## src/rtl/serial_adder_pkg.sv

```systemverilog
// Shared types and elaboration-time helpers for the bit-serial adder/subtractor.
package serial_adder_pkg;

    typedef enum logic [1:0] {
        IDLE = 2'd0,
        RUN  = 2'd1,
        DONE = 2'd2
    } state_e;

    function automatic int nsteps(input int width, input int digit);
        return width / digit;
    endfunction

    // A counter never shrinks below one bit, even for a single-step datapath.
    function automatic int cnt_width(input int steps);
        return (steps > 1) ? $clog2(steps) : 1;
    endfunction

    function automatic bit digit_ok(input int width, input int digit);
        return (width > 0) && (digit > 0) && (width % digit == 0);
    endfunction

    localparam int DEF_WIDTH  = 8;
    localparam int DEF_DIGIT  = 1;
    localparam int DEF_NSTEPS = DEF_WIDTH / DEF_DIGIT;
    localparam int DEF_CNT_W  = (DEF_NSTEPS > 1) ? $clog2(DEF_NSTEPS) : 1;

endpackage

```

## src/rtl/full_adder.sv

```systemverilog
// One-bit full adder cell.
module full_adder (
    input  logic a,
    input  logic b,
    input  logic cin,
    output logic s,
    output logic cout
);

    assign s    = a ^ b ^ cin;
    assign cout = (a & b) | (cin & (a ^ b));

endmodule

```

## src/rtl/ripple_digit_adder.sv

```systemverilog
// Combinational DIGIT-bit ripple-carry adder built from full_adder cells.
module ripple_digit_adder #(
    parameter int DIGIT = 1
) (
    input  logic [DIGIT-1:0] a,
    input  logic [DIGIT-1:0] b,
    input  logic             cin,
    output logic [DIGIT-1:0] s,
    output logic             cout
);

    logic [DIGIT:0] c;

    assign c[0] = cin;

    for (genvar i = 0; i < DIGIT; i++) begin : g_bit
        full_adder u_fa (
            .a    (a[i]),
            .b    (b[i]),
            .cin  (c[i]),
            .s    (s[i]),
            .cout (c[i+1])
        );
    end

    assign cout = c[DIGIT];

endmodule

```

## src/rtl/serial_adder_sub.sv

```systemverilog
// Bit-serial adder/subtractor: DIGIT bits per cycle, valid/ready on both sides.
// State | meaning: IDLE waits for operands, RUN shifts digits, DONE presents the result.
module serial_adder_sub
    import serial_adder_pkg::*;
#(
    parameter int WIDTH = 8,
    parameter int DIGIT = 1
) (
    input  logic             clk,
    input  logic             rst_n,
    input  logic             in_valid,
    output logic             in_ready,
    input  logic [WIDTH-1:0] a,
    input  logic [WIDTH-1:0] b,
    input  logic             sub,
    output logic             out_valid,
    input  logic             out_ready,
    output logic [WIDTH-1:0] sum,
    output logic             cout,
    output logic             ovf
);

    localparam int NSTEPS = nsteps(WIDTH, DIGIT);
    localparam int CNT_W  = cnt_width(NSTEPS);
    localparam logic [CNT_W-1:0] LAST_STEP = CNT_W'(NSTEPS - 1);

    if (!digit_ok(WIDTH, DIGIT)) begin : g_bad_params
        $error("serial_adder_sub: WIDTH must be a positive multiple of DIGIT");
    end

    state_e           state_q, state_d;
    logic [WIDTH-1:0] opa_q, opa_d;
    logic [WIDTH-1:0] opb_q, opb_d;
    logic [WIDTH-1:0] sum_q, sum_d;
    logic [CNT_W-1:0] cnt_q, cnt_d;
    logic             carry_q, carry_d;
    logic             cout_q, cout_d;
    logic             ovf_q, ovf_d;
    logic             amsb_q, amsb_d;
    logic             bmsb_q, bmsb_d;

    logic [DIGIT-1:0] dig_s;
    logic             dig_cout;
    logic             accept;

    ripple_digit_adder #(.DIGIT(DIGIT)) u_digit (
        .a    (opa_q[DIGIT-1:0]),
        .b    (opb_q[DIGIT-1:0]),
        .cin  (carry_q),
        .s    (dig_s),
        .cout (dig_cout)
    );

    assign in_ready  = rst_n && ((state_q == IDLE) || ((state_q == DONE) && out_ready));
    assign accept    = in_valid && in_ready;
    assign out_valid = (state_q == DONE);
    assign sum       = sum_q;
    assign cout      = cout_q;
    assign ovf       = ovf_q;

    always_comb begin
        state_d = state_q;
        opa_d   = opa_q;
        opb_d   = opb_q;
        sum_d   = sum_q;
        cnt_d   = cnt_q;
        carry_d = carry_q;
        cout_d  = cout_q;
        ovf_d   = ovf_q;
        amsb_d  = amsb_q;
        bmsb_d  = bmsb_q;

        case (state_q)
            RUN: begin
                opa_d   = opa_q >> DIGIT;
                opb_d   = opb_q >> DIGIT;
                sum_d   = (sum_q >> DIGIT) | (WIDTH'(dig_s) << (WIDTH - DIGIT));
                carry_d = dig_cout;
                cnt_d   = cnt_q + CNT_W'(1);
                if (cnt_q == LAST_STEP) begin
                    state_d = DONE;
                    cout_d  = dig_cout;
                    // The last digit's MSB is the final sum's MSB.
                    ovf_d   = (amsb_q == bmsb_q) && (dig_s[DIGIT-1] != amsb_q);
                end
            end
            DONE: begin
                if (out_ready && !in_valid) begin
                    state_d = IDLE;
                end
            end
            default: ;
        endcase

        // Subtraction is a + ~b + 1, with the +1 entering as the initial carry.
        if (accept) begin
            state_d = RUN;
            opa_d   = a;
            opb_d   = sub ? ~b : b;
            carry_d = sub;
            cnt_d   = '0;
            amsb_d  = a[WIDTH-1];
            bmsb_d  = b[WIDTH-1] ^ sub;
        end
    end

    always_ff @(posedge clk) begin
        if (!rst_n) begin
            state_q <= IDLE;
            opa_q   <= '0;
            opb_q   <= '0;
            sum_q   <= '0;
            cnt_q   <= '0;
            carry_q <= 1'b0;
            cout_q  <= 1'b0;
            ovf_q   <= 1'b0;
            amsb_q  <= 1'b0;
            bmsb_q  <= 1'b0;
        end else begin
            state_q <= state_d;
            opa_q   <= opa_d;
            opb_q   <= opb_d;
            sum_q   <= sum_d;
            cnt_q   <= cnt_d;
            carry_q <= carry_d;
            cout_q  <= cout_d;
            ovf_q   <= ovf_d;
            amsb_q  <= amsb_d;
            bmsb_q  <= bmsb_d;
        end
    end

endmodule
```

## config.mk

```make
export PLATFORM = sky130hd
export DESIGN_NAME = serial_adder_sub
export DESIGN_NICKNAME = d
export VERILOG_FILES = /design/src/rtl/serial_adder_pkg.sv /design/src/rtl/full_adder.sv /design/src/rtl/ripple_digit_adder.sv /design/src/rtl/serial_adder_sub.sv
export SDC_FILE = /design/constraint.sdc
export NUM_CORES = 1
export LEC_CHECK = 0
export BUFFER_PORTS_ARGS = -buffer_cell sky130_fd_sc_hd__buf_4
export CAP_MARGIN = 20
export CORE_UTILIZATION = 30
export CTS_CLUSTER_SIZE = 16
export DETAILED_ROUTE_END_ITERATION = 7
export PLACE_DENSITY = 0.6
export SETUP_SLACK_MARGIN = 0.1
export SKIP_LAST_GASP = 1
export SLEW_MARGIN = 40
export SYNTH_ARGS = -nofsm -noshare
export SYNTH_HDL_FRONTEND = slang
export SYNTH_SLANG_ARGS = --single-unit
```

## constraint.sdc

```tcl
create_clock -name clk -period 4.7 [get_ports clk]
set_input_delay 0 -clock clk [delete_from_list [all_inputs] [get_ports clk]]
set_output_delay 0 -clock clk [all_outputs]
set_load 0.005 [all_outputs]
```

==> metrics.md, run 1 <==
| Metric | Value |
|---|---|
| Run status | finished, final reports clean |
| Avg WL per Cell | 12.30 um |
| Mean Syn Cell Area | about 10 um2 |
| CTS Sinks | 34 |
| Layout-stage area growth over the synthesis result | 23.29% |
| Yosys Warn Count | 0 |
| Root buffer cell | clkbuf_8 |
| Row cnt | 26 |
| Die height | 75.78 um |
| Worst Path Max Fanout | 19 |
| F_max | around 450 MHz |
| Commonest non-fill, non-tap cell in the layout | dfxtp_1 |
| Final setup violation count | 0 |
| CTS resizes | 0 |
| IO Pins | 33 |
| H-tree levels | 2 |
| Largest net degree at the start of global routing | 37 |
| Routed vias/inst | around 4.6 |
| Final Power | ~930 uW |
| Max IR drop VDD | between 0.15 and 0.2 mV |
| CORE AREA | between 5000 and 6000 um2 |
| Net count after synthesis | between 150 and 200 |
| Net Sw Power | between 300 and 400 uW |
| CTS max path bufs | 2 |
| Sw Ratio | between 30% and 40% |
| Hold Path Class | input pin to flop |
| Pre-CTS setup slack | about 2.3 ns |
| Routed vias | 1222 |
| Layout Skew | just under 0.003 ns |
| Sequential-to-total area share from yosys stat | 41.69% |
| Crit path time final | approximately 2.2 ns |
| Reg clk slew, reported paths | approximately 0.07 ns |
| Die area | between 5000 and 6000 um2 |
| Yosys top cell area share | between 40% and 50% |
| Clock power share | a little under a quarter |
| Hold WS | between 0.05 and 0.06 ns |
| Starting density of the core | between 30% and 40% |
| Critical Path AT | ~2.4 ns |
| Largest cells by area after synthesis | dfxtp_1, mux2i_1, a211oi_2, nor3_1, a211oi_1 |
| Share of cells above drive strength 1 | approximately a quarter |
| Synth area leader | dfxtp_1 |
| Fillers | around 530 |
| Setup TNS | 0 ns |
| Pint | just over 600 uW |
| Final period util | about 47% |
| Iter 0 DRT Violations | 44 |
| Overall global routing resource usage | 12.07% |
| Worst EP required | approximately 4.9 ns |
| CP endpoint kind | flop |
| Synth Register Bits | 34 |
| Worst-Skew Late Latency | roughly 0.28 ns |
| Synthesized cell area | around 1600 um2 |
| Sequential cell fraction of total power | between 30% and 40% |
| PwrDens | between 400 and 500 nW/um2 |
| Initial antenna violation count | 0 |
| Fin nets | roughly 220 |
| First-pass GRT wire length | between 5 and 6 mm |
| Vias in the first global route | around 1100 |
| Comb pwr share | about 37% |
| RSZ-0062 raised after global routing | false |
| Die Span X | 75.78 um |
| Mapped Cells | ~160 |
| ANT nets after route | 0 |
| Slew headroom | roughly half |
| Most frequent cells in the layout | dfxtp_1, buf_4, mux2i_1 |
| Critical path type | flop to flop |
| Post-synth cell types | 36 |
| Least-Margin Pin Slew | 0.7698 ns |
| Lkg Pwr | 0.7885 nW |
| Ant diodes | 0 |
| Global route overflow | 0 |
| Final WL | 3.234 mm |
| Drt drc | 0 |
| Port bufs | 32 |
| Pre-Repair DR Iteration Count | 4 |
| CTS tree | built |
| Hold Fails Final Rpt | 0 |
| Max-Cap Viols | 0 |
| Final core utilization | 38.92% |
| Startpoint Class | flop |
| Detailed placement HPWL | between 2 and 2.5 mm |
| Fin worst setup slack | 2.473 ns |
| CTS Buf Count | 5 |
| Final Max Tran Viols | 0 |
| Routability cong. | between 0.7 and 0.8 |
state kept, by name, summed over array words and instances (netlist names):
name,flops
ovf,1
opa_q,8
sum,8
cout,1
opb_q,8
bmsb_q,1
cnt_q,3
carry_q,1
amsb_q,1
state_q,2
through the flow:
stage / cells / instance area [um2]
6_report: 263 / 2013
5_1_grt: 263 / 2013
4_1_cts: 263 / 2006
3_5_place_dp: 254 / 1904
3_3_place_gp: 254 / 1894
2_1_floorplan: 163 / 1633
Yosys cell counts, drive strengths merged:
cell     number
o21ai         1
a311oi        2
and3          1
nand2         2
dfxtp        34
a211oi       16
o31ai         2
or2           1
buf           8
a32o          1
inv          10
o2bb2ai       1
clkinv        1
o211ai        1
o32ai         1
a22o          1
nor2         15
o21a          1
nor3         15
clkbuf        3
mux2i        24
fa            1
ha            5
a21oi         4
nor2b         1
nand2b        1
or3           1
xnor2         2
xor2          7
worst max-delay path, cell delays in order (launching register included):
cell and delay (ns):
dfxtp_1 0.38, inv_1 0.09, ha_1 0.29, a21oi_4 0.45
or2_1 0.68, mux2i_1 0.26
routing by layer:
layer / global-route usage, % / wire [um] / up-vias
met5: 0 / 0 / -
met1: 15.19 / 1585 / 559
li1: - / - / 636
met2: 19.47 / 1450 / 21
met4: 3.704 / 36 / 0
met3: 4.101 / 160 / 6
cells by family (layout without fill, tap and decap cells):
family | Yosys count | after routing | share of synthesized area (%)
AND/OR/NAND/NOR | 37 | 37 | 10.58
flip-flops | 34 | 34 | 41.69
AO/OA/AOI/OAI | 31 | 31 | 16.40
multiplexers | 24 | 24 | 14.71
buffers and inverters | 22 | 52 | 6.744
XOR/XNOR | 9 | 9 | 4.828
adder cells (fa/ha/maj) | 6 | 6 | 5.058
layout make-up:
class	instances	area [um2]	area share (%)
Sequential cell	34	680.7	33.81
Multi-Input combinational cell	107	862.1	42.82
Tap cell	70	87.58	4.351
Timing Repair Buffer	33	250.2	12.43
Clock inverter	1	5.005	0.2486
Clock buffer	7	86.33	4.288
Inverter	11	41.29	2.051
power groups by stage:
stage / clock network, mW / registers, mW / logic (mW)
after global placement: 0 / 0.372 / 0.329
after detailed placement: 0 / 0.375 / 0.335
after CTS: 0.224 / 0.369 / 0.339
after global routing: 0.236 / 0.375 / 0.376
final: 0.218 / 0.368 / 0.339
after floorplan: 0 / 0.366 / 0.270
worst paths after layout:
| kind | startpoint | end | slack, ns | depth (start not counted) |
|---|---|---|---|---|
| setup / recovery | state_q[0] | carry_q | 2.47 | 5 |
| hold / removal | sub | carry_q | 0.06 | 3 |
| setup reg to reg | state_q[0] | carry_q | 2.47 | 5 |
| hold reg to reg | opb_q[7] | opb_q[7] | 0.49 | 2 |
timing repair:
item | in CTS | in global routing
setup buffers | 0 | 0
endpoints found under the hold margin | 2 | 0
hold buffers | 1 | 0
setup endpoints to repair | 0 | 0
Note: power is estimated with default switching activity, not from simulation.
==> inputs of run 2 (changes only) <==
--- a/config.mk
+++ b/config.mk
@@ -10,7 +10,7 @@
 export CORE_UTILIZATION = 30
 export CTS_CLUSTER_SIZE = 16
 export DETAILED_ROUTE_END_ITERATION = 7
-export PLACE_DENSITY = 0.6
+export PLACE_DENSITY = 0.62
 export SETUP_SLACK_MARGIN = 0.1
 export SKIP_LAST_GASP = 1
 export SLEW_MARGIN = 40
==> constraint.sdc (replaced) <==
create_clock -name clk -period 2 [get_ports clk]
set_input_delay 0 -clock clk [delete_from_list [all_inputs] [get_ports clk]]
set_output_delay 0 -clock clk [all_outputs]
set_load 0.005 [all_outputs]
==> metrics.md, run 2 (synthesis gave the netlist of run 1 again) <==
| Metric | Value |
|---|---|
| Final Power | between 2 and 2.5 mW |
| Die Span X | 75.78 um |
| F_max | 620.6 MHz |
| Port bufs | 32 |
| Layout-stage area growth over the synthesis result | 24.90% |
| CORE AREA | 5172 um2 |
| Row cnt | 26 |
| Sw Ratio | about 34% |
| CP endpoint kind | flop |
| Clock power share | 22.2% |
| DP Area | between 1500 and 2000 um2 |
| Detailed placement HPWL | between 2 and 2.5 mm |
| Net Sw Power | 738.5 uW |
| Root buffer cell | clkbuf_8 |
| Pre-CTS setup slack | approximately 0.32 ns |
| Routability cong. | approximately 0.74 |
| Die height | between 70 and 80 um |
| IO Pins | 33 |
| ANT nets after route | 0 |
| Ant diodes | 0 |
| Drt drc | 0 |
| Post-route cell area | just over 2000 um2 |
| Crit path time final | 1.611 ns |
| Run status | finished, final reports clean |
| Max-Cap Viols | 0 |
| Sequential cell fraction of total power | 39.4% |
| Vias in the first global route | around 1300 |
| CTS Buf Count | 5 |
| First-pass GRT wire length | slightly below 6 mm |
| Startpoint Class | flop |
| Critical path type | flop to flop |
| Share of cells above drive strength 1 | a little over a quarter |
| Iter 0 DRT Violations | 59 |
| Initial antenna violation count | 0 |
| Final core utilization | between 30% and 40% |
| Routed vias/inst | between 4 and 5 |
| Largest net degree at the start of global routing | 20 |
| Overall global routing resource usage | 13.57% |
| Most frequent cells in the layout | buf_4, dfxtp_1, mux2i_1 |
| Pint | 1.447 mW |
| Pre-Repair DR Iteration Count | 4 |
| Hold Path Class | input pin to flop |
| Critical Path AT | approximately 1.8 ns |
| Least-Margin Pin Slew | 0.5828 ns |
| Setup TNS | 0 ns |
| Commonest non-fill, non-tap cell in the layout | buf_4 |
| Avg WL per Cell | approximately 12 um |
| Final WL | between 3 and 4 mm |
| PwrDens | about 1100 nW/um2 |
| Worst EP required | between 2 and 2.5 ns |
| Setup bufs post-CTS | 0 |
| Fin worst setup slack | 0.3887 ns |
| Lkg Pwr | 0.8077 nW |
| Reg clk slew, reported paths | about 0.060 ns |
| Final Max Tran Viols | 0 |
| CTS tree | built |
| CTS max path bufs | 2 |
| H-tree levels | 2 |
| Worst-Skew Late Latency | 0.28 ns |
| Final period util | 80.57% |
| Slew headroom | approximately 61% |
| Max IR drop VDD | about 0.45 mV |
| Final setup violation count | 0 |
| CTS Sinks | 34 |
| Worst Path Max Fanout | 3 |
| Starting density of the core | roughly a third |
| Fin nets | between 200 and 250 |
| Hold Fails Final Rpt | 0 |
| Die area | roughly 5700 um2 |
| Layout Skew | roughly 0.0044 ns |
| Global route overflow | 0 |
| Comb pwr share | between 30% and 40% |
| Routed vias | 1241 |
| RSZ-0062 raised after global routing | false |
## run 2: cell count changes in the layout (fill, tap and decap cells not counted)
cell,change
ha_2,+1
buf_4,+6
clkinv_2,-1
ha_4,-1
inv_2,-1
clkinv_1,+1
clkbuf_1,-1
## run 2: repair_timing
action                                  4_1_cts  5_1_grt
hold endpoints to repair                      2        0
endpoints found under the setup margin        0        1
gates resized for setup                       0        1
hold buffers                                  1        0
## run 2: cell type report
cell class | instances | area (um2)
Tap cell | 70 | 87.58
Timing Repair Buffer | 39 | 295.3
Sequential cell | 34 | 680.7
Fill cell | 534 | 3133
Clock buffer | 6 | 82.58
Inverter | 11 | 41.29
Multi-Input combinational cell | 107 | 852.1
## run 2: final timing paths
path	startpoint	cells after the start	end	slack [ns]
worst min-delay path	b[7]	3	opb_q[7]	0.05
worst max-delay path	carry_q	5	ovf	0.39
worst min register to register	opb_q[7]	2	opb_q[7]	0.48
worst max register to register	carry_q	5	ovf	0.39
## run 2: metrics by stage
| stage | hold slack [ns] | cells |
|---|---|---|
| 5_1_grt | 0.05821 | 267 |
| 4_1_cts | 0.04545 | 267 |
| 3_3_place_gp | 0.2235 | 260 |
| 3_5_place_dp | 0.2308 | 260 |
| 6_report | 0.04567 | 267 |
| 2_1_floorplan | 0.1258 | 163 |
## run 2: critical path, stage by stage (launching register included)
cell and delay [ns]:
dfxtp_1 0.33, inv_1 0.06, fa_1 0.60, and3_1 0.18
nor2_1 0.05, a311oi_1 0.28
## run 2: power groups by stage
stage,clock network (mW),logic [mW],registers [mW]
floorplan,0,0.635,0.860
global route,0.536,0.939,0.875
finish,0.486,0.838,0.861
CTS,0.508,0.837,0.861
detailed placement,0,0.827,0.876
global placement,0,0.818,0.874
## run 2: metal layers
metal | GRT usage [%] | vias to the layer above | routed length, um
met5 | 0 | - | 0
met4 | 4.938 | 0 | 30
met3 | 3.307 | 4 | 164
met2 | 22.81 | 22 | 1588
met1 | 16.83 | 568 | 1522
li1 | - | 647 | -
==> inputs of run 3 (changes only) <==
==> constraint.sdc (replaced) <==
create_clock -name clk -period 1.4 [get_ports clk]
set_input_delay 0 -clock clk [delete_from_list [all_inputs] [get_ports clk]]
set_output_delay 0 -clock clk [all_outputs]
set_load 0.005 [all_outputs]
==> metrics.md, run 3 (synthesis gave the netlist of run 1 again) <==
| Metric | Value |
|---|---|
| Final setup violation count | 4 |
| Die Span X | ~76 um |
| CTS Buf Count | 5 |
| Reg clk slew, reported paths | about 0.06 ns |
| Slowest CP cell | fa_1 |
| Final core utilization | a little under half |
| Slowest stage delay, CP | between 0.5 and 0.6 ns |
| Commonest non-fill, non-tap cell in the layout | buf_4 |
| Final WL | 3.705 mm |
| Ant diodes | 0 |
| Hold Path Sink | opa_q[6] |
| Startpoint Class | flop |
| Fin nets | about 240 |
| Global route overflow | 0 |
| Max IR drop VDD | around 0.67 mV |
| CTS Sinks | 34 |
| Die height | 75.78 um |
| Worst-Skew Late Latency | ~0.28 ns |
| Layout Skew | about 0.0038 ns |
| Starting density of the core | a little under a third |
| Routed vias/inst | approximately 4.7 |
| RSZ-0062 raised after global routing | true |
| Setup TNS | -0.1670 ns |
| Slew headroom | between 70 and 80% |
| Hold Path Class | input pin to flop |
| Reg2Reg Depth | 5 |
| PwrDens | about 1600 nW/um2 |
| Final Max Tran Viols | 0 |
| Iter 0 DRT Violations | 29 |
| Drt drc | 0 |
| Root buffer cell | clkbuf_8 |
| Run status | finished, violations left |
| CORE AREA | between 5000 and 6000 um2 |
| Detailed placement HPWL | 2.438 mm |
| Least-Margin Pin Slew | 0.3509 ns |
| Row cnt | 26 |
| Reg2reg end | ovf |
| Avg WL per Cell | about 13 um |
| Pre-Repair DR Iteration Count | 4 |
| FF-to-FF setup slack | -0.10 ns |
| IO Pins | 33 |
| Largest net degree at the start of global routing | 26 |
| Final period util | 107.4% |
| Crit path buf inv count | 1 |
| Fin worst setup slack | -0.1030 ns |
| Lkg Pwr | roughly 0.94 nW |
| Overall global routing resource usage | between 10% and 20% |
| Crit path time final | between 1.5 and 2 ns |
| Worst Path Max Fanout | 3 |
| Critical path type | flop to flop |
| Crit-path cells | inv_2 -> fa_1 -> and3_1 -> nor2_1 -> a311oi_1 |
| Routed vias | around 1300 |
| Failing checks | setup timing |
| First-pass GRT wire length | 5.940 mm |
| Hold Fails Final Rpt | 0 |
| Worst hold path depth | 3 |
| CP endpoint kind | flop |
| Hold path startpoint | a[6] |
| Crit-path leading delay family | adder cells |
| Share of cells above drive strength 1 | between 40% and 50% |
| CTS max path bufs | 2 |
| Vias in the first global route | ~1300 |
| Worst EP required | between 1.5 and 2 ns |
| CP startpoint | carry_q |
| Max-Cap Viols | 0 |
| Layout-stage area growth over the synthesis result | 48.28% |
| F_max | about 670 MHz |
| Reg2reg start | carry_q |
| H-tree levels | 2 |
| Initial antenna violation count | 0 |
| Routability cong. | 0.7113 |
| Critical Path AT | about 1.7 ns |
| CTS tree | built |
| Most frequent cells in the layout | buf_4, dfxtp_1, mux2i_1 |
| Port bufs | 32 |
| ANT nets after route | 0 |
| Die area | approximately 5700 um2 |
## run 3: what timing repair did
item                       4_1_cts  5_1_grt
hold endpoints to repair         2        1
buffers inserted                 3        3
resized for setup               13       42
setup endpoints to repair       24       28
pin swaps                        4       25
cloned                           0        2
hold buffers                     1        1
## run 3: report_power, final
group / total (mW) / leakage, nW / switching [mW] / internal [mW]
registers: 1.27 / 0.280 / 0.117 / 1.15
clock network: 0.703 / 0.0431 / 0.324 / 0.379
logic: 1.94 / 0.612 / 0.910 / 1.03
total: 3.91 / 0.936 / 1.35 / 2.56
## run 3: per-stage QoR
stage                     power, mW  setup WS (ns)  cell area, um2  instances  hold slack, ns
final                         3.910        -0.1030            2421        281        0.002148
after global routing          4.170        -0.1429            2421        281        0.007062
after CTS                     3.478       -0.08195            2195        276        0.007555
after detailed placement      2.586       -0.02171            2023        266          0.2329
after global placement        2.572       -0.02201            2023        266          0.2298
after floorplan               2.229        0.02371            1675        163          0.1258
## run 3: worst max path at each step
stage,cells after the start,to
2_1_floorplan,5,ovf
4_1_cts,5,ovf
6_report,5,ovf
3_5_place_dp,5,ovf
3_3_place_gp,5,ovf
5_1_grt,5,ovf
## run 3: worst register-to-register path: stages, from the launching register on
cell      delay [ns]
dfxtp_2         0.33
inv_2           0.04
fa_1            0.58
and3_1          0.16
nor2_1          0.04
a311oi_1        0.26
## run 3: cell type report
cell class	count	area, um2
timing repair buffer	53	489.2
tap	70	87.58
clock buffer	6	82.58
fill	499	2751
inverter	11	46.29
sequential	34	690.7
multi-input combinational	107	1025
## run 3: per-layer routing
layer | global-route usage, % | vias up | wire [um]
li1 | - | 672 | -
met1 | 17.42 | 624 | 1732
met2 | 22.42 | 25 | 1794
met3 | 3.836 | 5 | 136
met4 | 5.761 | 0 | 42
met5 | 0 | - | 0
